### config.mk
export PLATFORM = sky130hd
export DESIGN_NAME = irq_ctrl
export DESIGN_NICKNAME = d
export VERILOG_FILES = /design/src/rtl/irq_ctrl.sv
export SDC_FILE = /design/constraint.sdc
export NUM_CORES = 1
export LEC_CHECK = 0
export BUFFER_PORTS_ARGS = -buffer_cell sky130_fd_sc_hd__buf_2
export CAP_MARGIN = 10
export CELL_PAD_IN_SITES_DETAIL_PLACEMENT = 1
export CELL_PAD_IN_SITES_GLOBAL_PLACEMENT = 1
export CORE_MARGIN = 3
export CORE_UTILIZATION = 29
export CTS_BUF_LIST = sky130_fd_sc_hd__clkbuf_8 sky130_fd_sc_hd__clkbuf_16
export DETAILED_ROUTE_END_ITERATION = 7
export PLACE_DENSITY_LB_ADDON = 0.1
export SLEW_MARGIN = 30
export SYNTH_ARGS = -nofsm -noshare
export SYNTH_HDL_FRONTEND = slang
export SYNTH_SLANG_ARGS = --single-unit
### constraint.sdc
create_clock -name clk -period 1.5 [get_ports clk]
set_input_delay 0.15 -clock clk [delete_from_list [all_inputs] [get_ports clk]]
set_output_delay 0.15 -clock clk [all_outputs]
set_load 0.1 [all_outputs]
### src/rtl/irq_ctrl.sv
// Interrupt controller: latches and masks the interrupt sources, picks the
// highest-priority eligible one (lowest index), presents it to the Processor on a
// req/ack handshake, and holds the claimed source in service until software
// writes a matching EOI. The registers are a word-addressed peripheral on the Bridge.
//
// Register map (decoded from Addr[2:0], which is byte address bits [4:2]):
//   0 PEND  - level bits follow src (registered); edge bits are write-1-to-clear
//   1 MASK  - read/write
//   2 MODE  - read/write, 1 = edge, 0 = level
//   3 CLAIM - read-only, id of the source in service or CLAIM_NONE
//   4 EOI   - write-only, reads 0
//   5..7    - read 0, writes ignored
module irq_ctrl #(
  parameter int unsigned N_SRC      = 6,
  parameter int unsigned CLAIM_NONE = 7
) (
  input  logic             clk,
  input  logic             reset,
  input  logic [N_SRC-1:0] src,
  input  logic [29:0]      Addr,
  input  logic             WE,
  input  logic [31:0]      Din,
  output logic [31:0]      Dout,
  output logic [N_SRC-1:0] hwint,
  output logic             irq_req,
  output logic [2:0]       irq_id,
  input  logic             irq_ack
);

  localparam int unsigned IdW = 3;
  localparam logic [IdW-1:0] ClaimNone = IdW'(CLAIM_NONE);

  localparam logic [2:0] OffPend  = 3'd0;
  localparam logic [2:0] OffMask  = 3'd1;
  localparam logic [2:0] OffMode  = 3'd2;
  localparam logic [2:0] OffClaim = 3'd3;
  localparam logic [2:0] OffEoi   = 3'd4;

  localparam logic [1:0] StIdle    = 2'd0;
  localparam logic [1:0] StReq     = 2'd1;
  localparam logic [1:0] StService = 2'd2;

  // State
  logic [N_SRC-1:0] src_q;      // previous-cycle sample of src, for edge detection
  logic [N_SRC-1:0] pend_q, pend_d;
  logic [N_SRC-1:0] mask_q;
  logic [N_SRC-1:0] mode_q;
  logic [IdW-1:0]   claim_q, claim_d;
  logic [1:0]       state_q, state_d;
  logic             req_q, req_d;
  logic [IdW-1:0]   id_q, id_d;

  // Bus decode
  logic [2:0]       reg_sel;
  logic             wr_pend;
  logic             wr_mask;
  logic             wr_mode;
  logic             wr_eoi;
  logic             eoi_match;

  // Source and arbitration terms
  logic [N_SRC-1:0] elig;
  logic [N_SRC-1:0] rise;
  logic [N_SRC-1:0] w1c;
  logic [N_SRC-1:0] ack_clr;
  logic             ack_take;
  logic             any_elig;
  logic [IdW-1:0]   best;

  // Bits of the bus that carry no information for this block.
  logic             unused_bus_bits;

  assign reg_sel   = Addr[2:0];
  assign wr_pend   = WE && (reg_sel == OffPend);
  assign wr_mask   = WE && (reg_sel == OffMask);
  assign wr_mode   = WE && (reg_sel == OffMode);
  assign wr_eoi    = WE && (reg_sel == OffEoi);
  assign eoi_match = wr_eoi && (Din[IdW-1:0] == claim_q);

  assign unused_bus_bits = ^{Addr[29:3], Din[31:N_SRC]};

  assign elig     = pend_q & mask_q;
  assign any_elig = |elig;
  assign rise     = src & ~src_q;
  assign w1c      = wr_pend ? Din[N_SRC-1:0] : '0;

  // The ack only claims while a request is actually being presented.
  assign ack_take = (state_q == StReq) && irq_ack;

  // Fixed priority: the lowest set index of elig wins.
  always_comb begin
    logic found;
    best  = '0;
    found = 1'b0;
    for (int i = 0; i < int'(N_SRC); i++) begin
      if (elig[i] && !found) begin
        best  = IdW'(i);
        found = 1'b1;
      end
    end
  end

  // One-hot clear of the source being claimed this cycle (the id presented now).
  always_comb begin
    ack_clr = '0;
    for (int i = 0; i < int'(N_SRC); i++) begin
      ack_clr[i] = ack_take && (id_q == IdW'(i));
    end
  end

  // Pending next state: edge bits hold, clear on W1C/claim, and a new rising edge
  // overrides a same-cycle clear. Level bits simply follow src one cycle late.
  always_comb begin
    pend_d = (mode_q & ((pend_q & ~w1c & ~ack_clr) | rise)) | (~mode_q & src);
  end

  // Request / service sequencing.
  always_comb begin
    state_d = state_q;
    req_d   = req_q;
    id_d    = id_q;
    claim_d = claim_q;
    case (state_q)
      StIdle: begin
        if (any_elig) begin
          req_d   = 1'b1;
          id_d    = best;
          state_d = StReq;
        end
      end
      StReq: begin
        // An ack takes precedence over a simultaneous loss of eligibility.
        if (irq_ack) begin
          claim_d = id_q;
          req_d   = 1'b0;
          state_d = StService;
        end else if (!any_elig) begin
          req_d   = 1'b0;
          state_d = StIdle;
        end else begin
          // Re-arbitrate every cycle so a higher-priority arrival pre-empts.
          id_d    = best;
        end
      end
      StService: begin
        // A mismatched EOI value is ignored; the source stays in service.
        if (eoi_match) begin
          claim_d = ClaimNone;
          state_d = StIdle;
        end
      end
      default: begin
        req_d   = 1'b0;
        state_d = StIdle;
      end
    endcase
  end

  // Source sampling and pending bits.
  always_ff @(posedge clk or posedge reset) begin
    if (reset) begin
      src_q  <= '0;
      pend_q <= '0;
    end else begin
      src_q  <= src;
      pend_q <= pend_d;
    end
  end

  // Software-writable configuration; MODE writes apply from the next cycle.
  always_ff @(posedge clk or posedge reset) begin
    if (reset) begin
      mask_q <= '0;
      mode_q <= '1;
    end else begin
      if (wr_mask) begin
        mask_q <= Din[N_SRC-1:0];
      end
      if (wr_mode) begin
        mode_q <= Din[N_SRC-1:0];
      end
    end
  end

  // Handshake state, registered outputs and the claimed id.
  always_ff @(posedge clk or posedge reset) begin
    if (reset) begin
      state_q <= StIdle;
      req_q   <= 1'b0;
      id_q    <= '0;
      claim_q <= ClaimNone;
    end else begin
      state_q <= state_d;
      req_q   <= req_d;
      id_q    <= id_d;
      claim_q <= claim_d;
    end
  end

  // Combinational read-back; unused high bits and unmapped offsets read 0.
  always_comb begin
    Dout = '0;
    case (reg_sel)
      OffPend:  Dout[N_SRC-1:0] = pend_q;
      OffMask:  Dout[N_SRC-1:0] = mask_q;
      OffMode:  Dout[N_SRC-1:0] = mode_q;
      OffClaim: Dout[IdW-1:0]   = claim_q;
      default:  Dout = '0;
    endcase
  end

  assign hwint   = elig;
  assign irq_req = req_q;
  assign irq_id  = id_q;

endmodule

======== After elaboration in Yosys (flattened, before gate mapping) ========
Index checks and enable logic that the tools add are counted.
storage, ports and cells
  latch bits .............................. 0
  output and inout port bits .............. 42
  word-level logic and storage cells ...... 98
  flip-flop bits (word level) ............. 33
  memories ................................ 0
  input port bits ......................... 72
  RAM bits ................................ 0
  bits in read-only memories .............. 0
operators by class
  $add $sub $neg .......................... 0
  div/mod/pow operators ................... 0
  order comparisons ....................... 0
  reductions and logical operators ........ 32
  bitwise operators ....................... 13
  equal/unequal tests ..................... 17
  muxes and demuxes ....................... 28
  multipliers ............................. 0
  shift-type cells ........................ 0
operators by type and width
  kind                                                  number
  AND 6 bit                                             6
  two-way mux 3 bit                                     8
  NOT 6 bit                                             4
  logical AND 1 bit                                     17
  equality test 3 x 2 -> 1 bit (second input constant)  4
  OR 6 bit                                              2
  one-hot mux 3 bit (2 select lines)                    2
  one-hot mux 3 bit (4 select lines)                    1
  equality test 3 bit (second input constant)           3
  two-way mux 1 bit                                     9
  one-hot mux 3 bit (3 select lines)                    1
  AND reduction 3 bit                                   3
  two-way mux 2 bit                                     4
  != test 2 bit (second input constant)                 4
  equality test 3 x 1 -> 1 bit (second input constant)  2
  logical NOT 3 bit                                     2
  two-way mux 6 bit                                     1
  one-hot mux 2 bit (3 select lines)                    1
  OR reduction 6 bit                                    1
  logical NOT 1 bit                                     5
  nonzero test 2 bit                                    2
  equality test 3 bit                                   1
  != test 3 bit (second input constant)                 1
  one-hot mux 1 bit (3 select lines)                    1
  5 further kinds                                       5

======== Depth between registers and ports, before layout ========
Gate-level depths: netlist (run 1).
  depth in word-level cells ............... 20
  gate-level depth with buffers ........... 5
  mapped depth without buffers ............ 4

======== Worst setup path before layout (run 1) ========
Ideal clock, no wire load.
  kind .................................... flip-flop to output port
  from .................................... register mode_q[0]
  to ...................................... output port Dout[0]
  setup slack ............................. -0.746 ns
  arrival time ............................ 2.096 ns
  stages on the path, launching flop included .. 3
  required time ........................... 1.350 ns
  path buffers ............................ 0
  cell sequence ........................... dfstp_2 mux4_2 nor2b_1
between the ends
  longest elaborated chain between the ends .. 1
ends and longest elaborated chain
  what                                line  text
  start, declared                     47    logic [N_SRC-1:0] mode_q;
  start signal, assigned              180   mode_q <= Din[N_SRC-1:0];
  one-hot mux 3 bit (4 select lines)  203   case (reg_sel)
  end, declared                       23    output logic [31:0] Dout,
Every way passes these cells.

======== Worst setup path after layout (run 1) ========
  from .................................... register claim_q[1]
  to ...................................... output port Dout[1]
between the ends
  longest elaborated chain between the ends .. 1
ends and longest elaborated chain
  what                                line  text
  start, declared                     48    logic [IdW-1:0] claim_q, claim_d;
  start signal, assigned              191   claim_q <= ClaimNone;
  start signal, assigned              196   claim_q <= claim_d;
  one-hot mux 3 bit (4 select lines)  203
Every way passes these cells.

==> flow_summary_export.csv, run 1 <==
group,metric,value,unit
sta,finalHoldViolCount,0,
logic_synthesis,synth_edf_count,0,
worst_setup_path,cp_max_fo,3,
placed_design,dpl_worst_slack,-11.8,ps
layout,post-route-cell-area,0.00265,mm²
drt,drtPass1Iterations,4,
floorplanning,die_y,88.1,µm
floorplanning,core,0.00646,mm²
floorplanning,num_rows,29,
sta,timing.final.crit_share,1.07,
cts,clk_pin_slew,70,ps
drt,wl_per_cell,16.2,µm
sta,holdWs,132,ps
logic_synthesis,synthFlopType,"dfrtp_1",
logic_synthesis,syn_inst,179,
logic_synthesis,syn_area,0.00196,mm²
pwr,max-vdd-ir-drop,0.776,mV
layout,fin_nets,322,
cts,cts_max_level,2,
layout,synthToLayoutAreaGrowth,35.2,%
drt,top_layer,"met4",
logic_synthesis,async_flop_share,1.00,
drt,vias,1541,
floorplanning,die_w,88.1,µm
placed_design,dpl-instance-area,0.00228,mm²
cts,clkSinkCount,33,
worst_setup_path,start_kind,"flop",
outcome,status,"finished with violations",
drt,routed_via_density,4.70,
layout,antenna_cells,0,
drt,antenna_left,0,
pwr,p_total,4.74,mW
placed_design,dp_hpwl,3.94,mm
floorplanning,start_util,0.303,
global_route,grt_max_degree,34,
logic_synthesis,synth-seq-cells,33,
global_route,gr-total-overflow,0,
placed_design,placed_cells_incl_taps,303,
worst_setup_path,startpoint,"claim_q[1]",
placed_design,port_buffers,34,
worst_setup_path,r2r_end,"claim_q[2]",
worst_setup_path,critPathCaptureType,"primary output",
cts,cts_tree,"built",
worst_setup_path,ff2ff_path_depth,5,
sta,setup_violations,6,
pwr,p_leak,1.25,nW
logic_synthesis,avgSynthCellArea,10.9,µm²
sta,rsz0062_at_grt,"true",
layout,seqCellArea,842,µm²
drt,drc,0,
sta,min_period,1610,ps
sta,fin_tns_setup,-473,ps
cts,clock_latency,290,ps
layout,multiInputGateArea,990,µm²
outcome,violations,"setup timing",
cts,cts-root-buf,"clkbuf_8",
sta,fin_skew,10.2,ps
global_route,grt_pass1_vias,1559,
global_route,grt_pass1_wl,8.21,mm
worst_setup_path,cp.arrival,1460,ps
sta,setup_slack,-110,ps
floorplanning,io_pins,114,
pwr,pwr_density_cell,1790,mW/mm²
layout,final.fill_count,721,
hold_path,hold_path_class,"in -> reg",
cts,clockBufferDepth,2,
logic_synthesis,yosys_warnings,0,
drt,met3_length,236,µm
sta,fmax,621,MHz
worst_setup_path,crit_end,"Dout[1]",
logic_synthesis,ys_seq_area_frac,0.428,
run,drv_cap,0,
layout,utilization,0.410,
drt,wl_met2,2.65,mm
worst_setup_path,reg2reg_slack,-90,ps
sta,final_max_slew_viol_count,0,
global_route,grt_usage,0.142,
worst_setup_path,timing.rr.start,"claim_q[1]",
worst_setup_path,worstPathRequired,1350,ps
worst_setup_path,path_class,"reg -> out",
global_route,antenna_found_initial,0,
drt,drtIter0Drc,47,
layout,drive_gt1_frac,0.498,
drt,wl_met1,2.40,mm
layout,fin_cells,328,
floorplanning,die_area,0.00777,mm²
cts,cts-buffers-inserted,5,
logic_synthesis,synthDistinctLibCells,44,
placed_design,place.gp.congestion,0.788,
drt,totalWireLength,5.32,mm
-- worst min-delay path by stage --
| stage | cells past startpoint | slack, ps | start | end |
|---|---|---|---|---|
| detailed placement | 3 | 270 | reset | state_q[0] |
| global placement | 3 | 270 | reset | state_q[0] |
| global route | 2 | 120 | Din[4] | mask_q[4] |
| floorplan | 0 | 180 | src[0] | src_q[0] |
| CTS | 1 | 1 | src[1] | src_q[1] |
| finish | 2 | 130 | Din[4] | mask_q[4] |
-- layout make-up --
type,count,share of cell area
Clock buffer,7,0.0364
Clock inverter,1,0.00189
Inverter,4,0.00568
Multi-Input combinational cell,132,0.374
Sequential cell,33,0.318
Tap cell,77,0.0364
Timing Repair Buffer,74,0.227
-- state kept, by name, summed over array words and instances (netlist names) --
name,cells
irq_id,3
src_q,6
irq_req,1
claim_q,3
mask_q,6
mode_q,6
pend_q,6
state_q,2
-- worst max-delay path, stage by stage, from the launching register on --
cell and delay (ps):
dfstp_2 380, mux4_2 480, nor2b_4 150, buf_12 160
-- routing by layer --
metal | GRT usage | vias to the layer above
met1 | 0.176 | 783
met4 | 0.0412 | 0
met3 | 0.0310 | 4
met2 | 0.247 | 40
met5 | 0 | -
li1 | - | 714
-- repair_timing --
action	4_1_cts	5_1_grt
resized for setup	17	14
hold endpoints to repair	29	1
setup endpoints to repair	10	14
pin swaps	4	4
hold buffers	6	1
cloned	0	0
buffers inserted	5	5
-- power by group --
| part | leakage, nW | switching, mW | internal (mW) |
|---|---|---|---|
| Sequential | 0.374 | 0.291 | 1.19 |
| Combinational | 0.826 | 1.69 | 0.819 |
| Clock | 0.0542 | 0.331 | 0.415 |
| Total | 1.25 | 2.32 | 2.43 |
-- synth_stat cells, drive strengths merged, types with 4 or more instances --
cell    n  area (µm²)
buf    32         255
dfrtp  24         601
nand2  17        63.8
mux2   12         135
nor2   11        48.8
a21oi  10        50.1
dfstp   9         236
a22o    4        35.0
and2    4        25.0
inv     4        15.0
nand3   4        20.0
nor2b   4        32.5
o21ai   4        20.0
-- kinds of logic after synthesis --
logic type	synth area share
buffers and inverters	0.157
muxes	0.119
xor gates and xnor gates	0.0134
DFF	0.428
AOI/OAI and AO/OA	0.126
other	0.00192
and+or+nand+nor	0.155
-- cells in the final DEF (no fill, tap or decap), types with 2 or more instances in the layout --
master / Yosys / routed
o21ai_0: 4 / 3
clkbuf_4: 0 / 2
dfstp_2: 9 / 9
mux2i_1: 3 / 3
o21a_1: 2 / 2
nor2b_4: 1 / 4
xor2_1: 2 / 2
a21oi_2: 0 / 3
a21o_1: 3 / 3
inv_1: 4 / 4
buf_12: 1 / 7
buf_4: 27 / 34
nor2_4: 1 / 4
dlygate4sd3_1: 0 / 7
nor3_1: 3 / 2
a21oi_1: 10 / 7
nand2_1: 17 / 17
o32ai_1: 2 / 2
o22a_1: 3 / 3
dfrtp_2: 0 / 4
mux2_2: 12 / 12
conb_1: 1 / 26
and2_2: 0 / 3
a221oi_1: 2 / 2
mux4_2: 3 / 3
clkbuf_8: 1 / 7
dfrtp_1: 24 / 20
buf_2: 2 / 24
a22o_1: 4 / 4
nor2_1: 10 / 7
nand3_1: 4 / 4
No activity file was read; power rests on OpenSTA's default activity.
==> run 2: changes to the inputs <==
- SLEW_MARGIN: 30 -> 10
- TNS_END_PERCENT: default -> 1
==> run 2 against run 1 <==
Sequential share of layout area grew 0.83 points. Hold slack lost 2.3 ps. The flow still finishes with violations (setup timing). Design area down 3.0%. Non-clock buffer count shrank 10. Critical path depth increased by 1. Routed wire length about the same. Core utilization decreased by 1.2 points.
==> flow_summary_export.csv, run 2 (synthesized netlist as in run 1, its figures left out) <==
group,metric,value,unit
outcome,status,"finished with violations",
outcome,violations,"setup timing",
layout,post-route-cell-area,0.00257,mm²
floorplanning,die_y,88.1,µm
drt,top_layer,"met4",
pwr,switchingPower,2.31,mW
layout,synthToLayoutAreaGrowth,31.1,%
pwr,internal_power,2.42,mW
drt,wl_per_cell,16.7,µm
cts,clk_pin_slew,70,ps
drt,wl_met2,2.64,mm
cts,cts-root-buf,"clkbuf_8",
cts,cts-buffers-inserted,5,
drt,drtIter0Drc,46,
drt,drtPass1Iterations,4,
layout,final_common_cell,"conb_1",
global_route,gr-total-overflow,0,
pwr,max-vdd-ir-drop,0.729,mV
global_route,antenna_found_initial,0,
drt,wl_met1,2.43,mm
floorplanning,die_area,0.00777,mm²
drt,met3_length,182,µm
placed_design,place.gp.congestion,0.753,
layout,mostFrequentLayoutCells,"conb_1, buf_4, dfrtp_1, buf_2, nand2_1",
floorplanning,die_w,88.1,µm
sta,setup_violations,6,
worst_setup_path,start_kind,"flop",
sta,rsz0062_at_grt,"true",
sta,min_period,1670,ps
pwr,p_total,4.73,mW
sta,final_max_slew_viol_count,0,
floorplanning,core,0.00646,mm²
run,drv_cap,0,
pwr,seqPwrFrac,0.315,
drt,totalWireLength,5.32,mm
global_route,grt_usage,0.145,
floorplanning,num_rows,29,
layout,drive_gt1_frac,0.440,
cts,clkSinkCount,33,
worst_setup_path,path_class,"reg -> out",
cts,cts_tree,"built",
global_route,grt_pass1_vias,1573,
worst_setup_path,cp.arrival,1520,ps
worst_setup_path,cp_max_fo,2,
sta,fin_skew,5.41,ps
placed_design,port_buffers,34,
drt,vias,1460,
hold_path,hold_path_class,"in -> reg",
global_route,grt_pass1_wl,8.35,mm
pwr,pwr_density_cell,1840,mW/mm²
cts,clock_latency,290,ps
cts,clockBufferDepth,2,
pwr,pwr-share-clk,0.160,
drt,antenna_left,0,
global_route,grt_max_degree,34,
floorplanning,io_pins,114,
sta,setup_slack,-173,ps
placed_design,dpl-instance-area,0.00232,mm²
layout,antenna_cells,0,
sta,fmax,598,MHz
sta,finalHoldViolCount,0,
pwr,swShare,0.488,
pwr,power_frac_comb,0.525,
floorplanning,start_util,0.303,
layout,final.fill_count,728,
worst_setup_path,critPathCaptureType,"primary output",
placed_design,dp_hpwl,3.99,mm
sta,timing.final.crit_share,1.12,
cts,cts_max_level,2,
pwr,p_leak,1.21,nW
drt,drc,0,
drt,routed_via_density,4.59,
layout,fin_nets,312,
worst_setup_path,worstPathRequired,1350,ps
run 2: changes by cell type in the layout (fill, tap and decap cells not counted), moves of 2 or more:
cell / delta
nor2_2: +3
and2_1: +3
and2_2: -3
dfrtp_2: -3
buf_2: -4
dfrtp_1: +3
nor2_4: -3
buf_4: -10
buf_12: +2
run 2: cell type report:
type	count	area, µm²	share of cell area
Multi-Input combinational cell	132	951	0.371
Sequential cell	33	838	0.327
Timing Repair Buffer	64	564	0.220
Clock buffer	7	96.3	0.0375
Tap cell	77	96.3	0.0375
Inverter	4	15.0	0.00585
Clock inverter	1	5.00	0.00195
run 2: worst paths after layout:
path | endpoint | cells past startpoint | slack, ps | from
min reg2reg | irq_req | 2 | 530 | irq_req
max in group asynchronous | claim_q[1] | 4 | 650 | reset
min in group asynchronous | irq_req | 4 | 510 | reset
max | Dout[1] | 4 | -170 | claim_q[1]
max reg2reg | claim_q[2] | 5 | -100 | claim_q[1]
min | mode_q[3] | 2 | 130 | Din[3]
run 2: routing by layer:
| layer | vias to the layer above | global-route usage |
|---|---|---|
| met3 | 6 | 0.0329 |
| met1 | 724 | 0.182 |
| li1 | 694 | - |
| met5 | - | 0 |
| met4 | 0 | 0.0412 |
| met2 | 36 | 0.251 |
run 2: what timing repair did:
action | 4_1_cts | 5_1_grt
resized for setup | 10 | 5
pin swaps | 2 | 2
hold endpoints to repair | 30 | 0
hold buffers | 7 | 0
buffers inserted | 1 | 2
cloned | 0 | 0
setup endpoints to repair | 10 | 12
run 2: stage by stage:
stage	utilization	cells	hold WS, ps	setup TNS (ps)	setup WS [ps]
after floorplan	-	204	181	-1290	-214
after global routing	0.397	318	120	-1170	-203
after CTS	0.392	316	118	-726	-184
final	0.397	318	130	-640	-173
after detailed placement	0.359	300	275	-9.78	-9.78
after global placement	0.359	300	267	0	2.81
run 2: power by group through the flow:
stage                     registers (mW)  logic (mW)  clock network [mW]
after floorplan                     1.73        1.63                   0
after global routing                1.54        2.61               0.823
after CTS                           1.49        2.46               0.781
after global placement              1.49        2.31                   0
final                               1.49        2.48               0.758
after detailed placement            1.51        2.35                   0
run 2: critical path: stages, from the launching register on:
cell and delay, ps:
dfstp_2 380, buf_6 110, mux4_2 450, nor2b_4 150, buf_12 160
==> run 3: changes to the inputs <==
- SETUP_SLACK_MARGIN: default -> 0.05
==> run 3 against run 2 <==
The flow still finishes with violations (setup timing). Global-route usage down 0.058 points. Design area rose by 0.34%. Worst setup slack hardly changed. Core utilization rose by 0.14 points. Clock skew decreased by 0.91 ps. Fmax about the same. Combinational power is essentially flat. Clock-buffer cell count stayed put.
==> flow_summary_export.csv, run 3 (synthesized netlist as in run 1, its figures left out) <==
group,metric,value,unit
cts,clkSinkCount,33,
floorplanning,die_area,0.00777,mm²
layout,fin_nets,312,
sta,setup_violations,6,
cts,clockBufferDepth,2,
drt,wl_per_cell,16.8,µm
drt,routed_via_density,4.62,
layout,final.fill_count,727,
floorplanning,die_w,88.1,µm
drt,drc,0,
layout,final_common_cell,"buf_4",
run,drv_cap,0,
pwr,p_total,4.76,mW
floorplanning,num_rows,29,
pwr,power_frac_comb,0.526,
layout,drive_gt1_frac,0.448,
sta,setup_slack,-173,ps
cts,cts-root-buf,"clkbuf_8",
layout,synthToLayoutAreaGrowth,31.6,%
pwr,seqPwrFrac,0.314,
pwr,pwr_density_cell,1850,mW/mm²
global_route,grt_max_degree,34,
layout,antenna_cells,0,
pwr,internal_power,2.44,mW
sta,fin_tns_setup,-645,ps
floorplanning,die_y,88.1,µm
layout,utilization,0.399,
sta,rsz0062_at_grt,"true",
global_route,antenna_found_initial,0,
drt,antenna_left,0,
pwr,pwr-share-clk,0.159,
worst_setup_path,worstPathRequired,1350,ps
cts,clk_pin_slew,70,ps
drt,drtIter0Drc,45,
placed_design,dp_hpwl,3.99,mm
layout,fin_cells,318,
floorplanning,core,0.00646,mm²
worst_setup_path,critPathCaptureType,"primary output",
sta,finalHoldViolCount,0,
placed_design,dpl-instance-area,0.00232,mm²
worst_setup_path,cp.arrival,1520,ps
hold_path,hold_path_class,"in -> reg",
pwr,p_leak,1.22,nW
worst_setup_path,cp_max_fo,2,
placed_design,dpl_worst_slack,-9.78,ps
sta,min_period,1670,ps
floorplanning,start_util,0.303,
pwr,swShare,0.487,
outcome,violations,"setup timing",
placed_design,placed_cells_incl_taps,300,
global_route,grt_usage,0.145,
floorplanning,io_pins,114,
pwr,switchingPower,2.32,mW
placed_design,place.gp.congestion,0.753,
layout,mostFrequentLayoutCells,"buf_4, conb_1, dfrtp_1, buf_2, nand2_1",
layout,post-route-cell-area,0.00257,mm²
sta,fin_skew,4.50,ps
worst_setup_path,start_kind,"flop",
sta,timing.final.crit_share,1.12,
worst_setup_path,path_class,"reg -> out",
cts,cts_tree,"built",
sta,final_max_slew_viol_count,0,
global_route,gr-total-overflow,0,
outcome,status,"finished with violations",
pwr,max-vdd-ir-drop,0.730,mV
cts,clock_latency,290,ps
sta,fmax,598,MHz
drt,vias,1468,
cts,cts-buffers-inserted,5,
placed_design,port_buffers,34,
sta,holdWs,127,ps
global_route,grt_pass1_vias,1573,
drt,totalWireLength,5.33,mm
cts,cts_max_level,2,
global_route,grt_pass1_wl,8.34,mm
drt,drtPass1Iterations,4,
[run 3: cell count changes in the layout (fill, tap and decap cells not counted)]
cell      delta
buf_4        +3
clkbuf_4     -3
dfrtp_1      -1
dfrtp_2      +1
nand2b_1     -1
nand2b_4     +1
[run 3: layer usage]
layer / up-vias / global-route usage / share of wire
met5: - / 0 / 0
li1: 692 / - / -
met1: 733 / 0.181 / 0.46
met2: 36 / 0.250 / 0.50
met3: 7 / 0.0329 / 0.037
met4: 0 / 0.0412 / 0.012
[run 3: repair_timing]
action,CTS,global route
cloned,0,0
endpoints found under the hold margin,30,0
setup buffers,1,2
hold buffers,7,0
resized for setup,12,6
setup endpoints to repair,13,15
pin swaps,3,2
[run 3: area by class of cell]
type / count / area (µm²) / area share
multi-input combinational: 132 / 958 / 0.372
inverter: 4 / 15.0 / 0.00583
clock buffer: 7 / 96.3 / 0.0374
timing repair buffer: 64 / 564 / 0.219
clock inverter: 1 / 5.00 / 0.00194
tap: 77 / 96.3 / 0.0374
sequential: 33 / 840 / 0.326
[run 3: path summary, 6_finish.rpt]
kind                            depth (start not counted)  startpoint  slack, ps         end
worst max-delay path                                    4  claim_q[1]       -170     Dout[1]
worst min register to register                          2     irq_req        530     irq_req
max in group asynchronous                               4       reset        640  claim_q[1]
min in group asynchronous                               4       reset        510     irq_req
worst max register to register                          5  claim_q[1]       -100  claim_q[2]
worst min-delay path                                    2      Din[3]        130   mode_q[3]
[run 3: power by group through the flow]
stage	sequential, mW	combinational [mW]	clock, mW
after CTS	1.49	2.47	0.781
after detailed placement	1.51	2.35	0
after floorplan	1.73	1.63	0
after global placement	1.49	2.31	0
after global routing	1.54	2.63	0.823
final	1.50	2.50	0.758
[run 3: critical path, cell delays in order (launching register included)]
cell and delay [ps]:
dfstp_2 380, buf_6 110, mux4_2 450, nor2b_4 150, buf_12 160
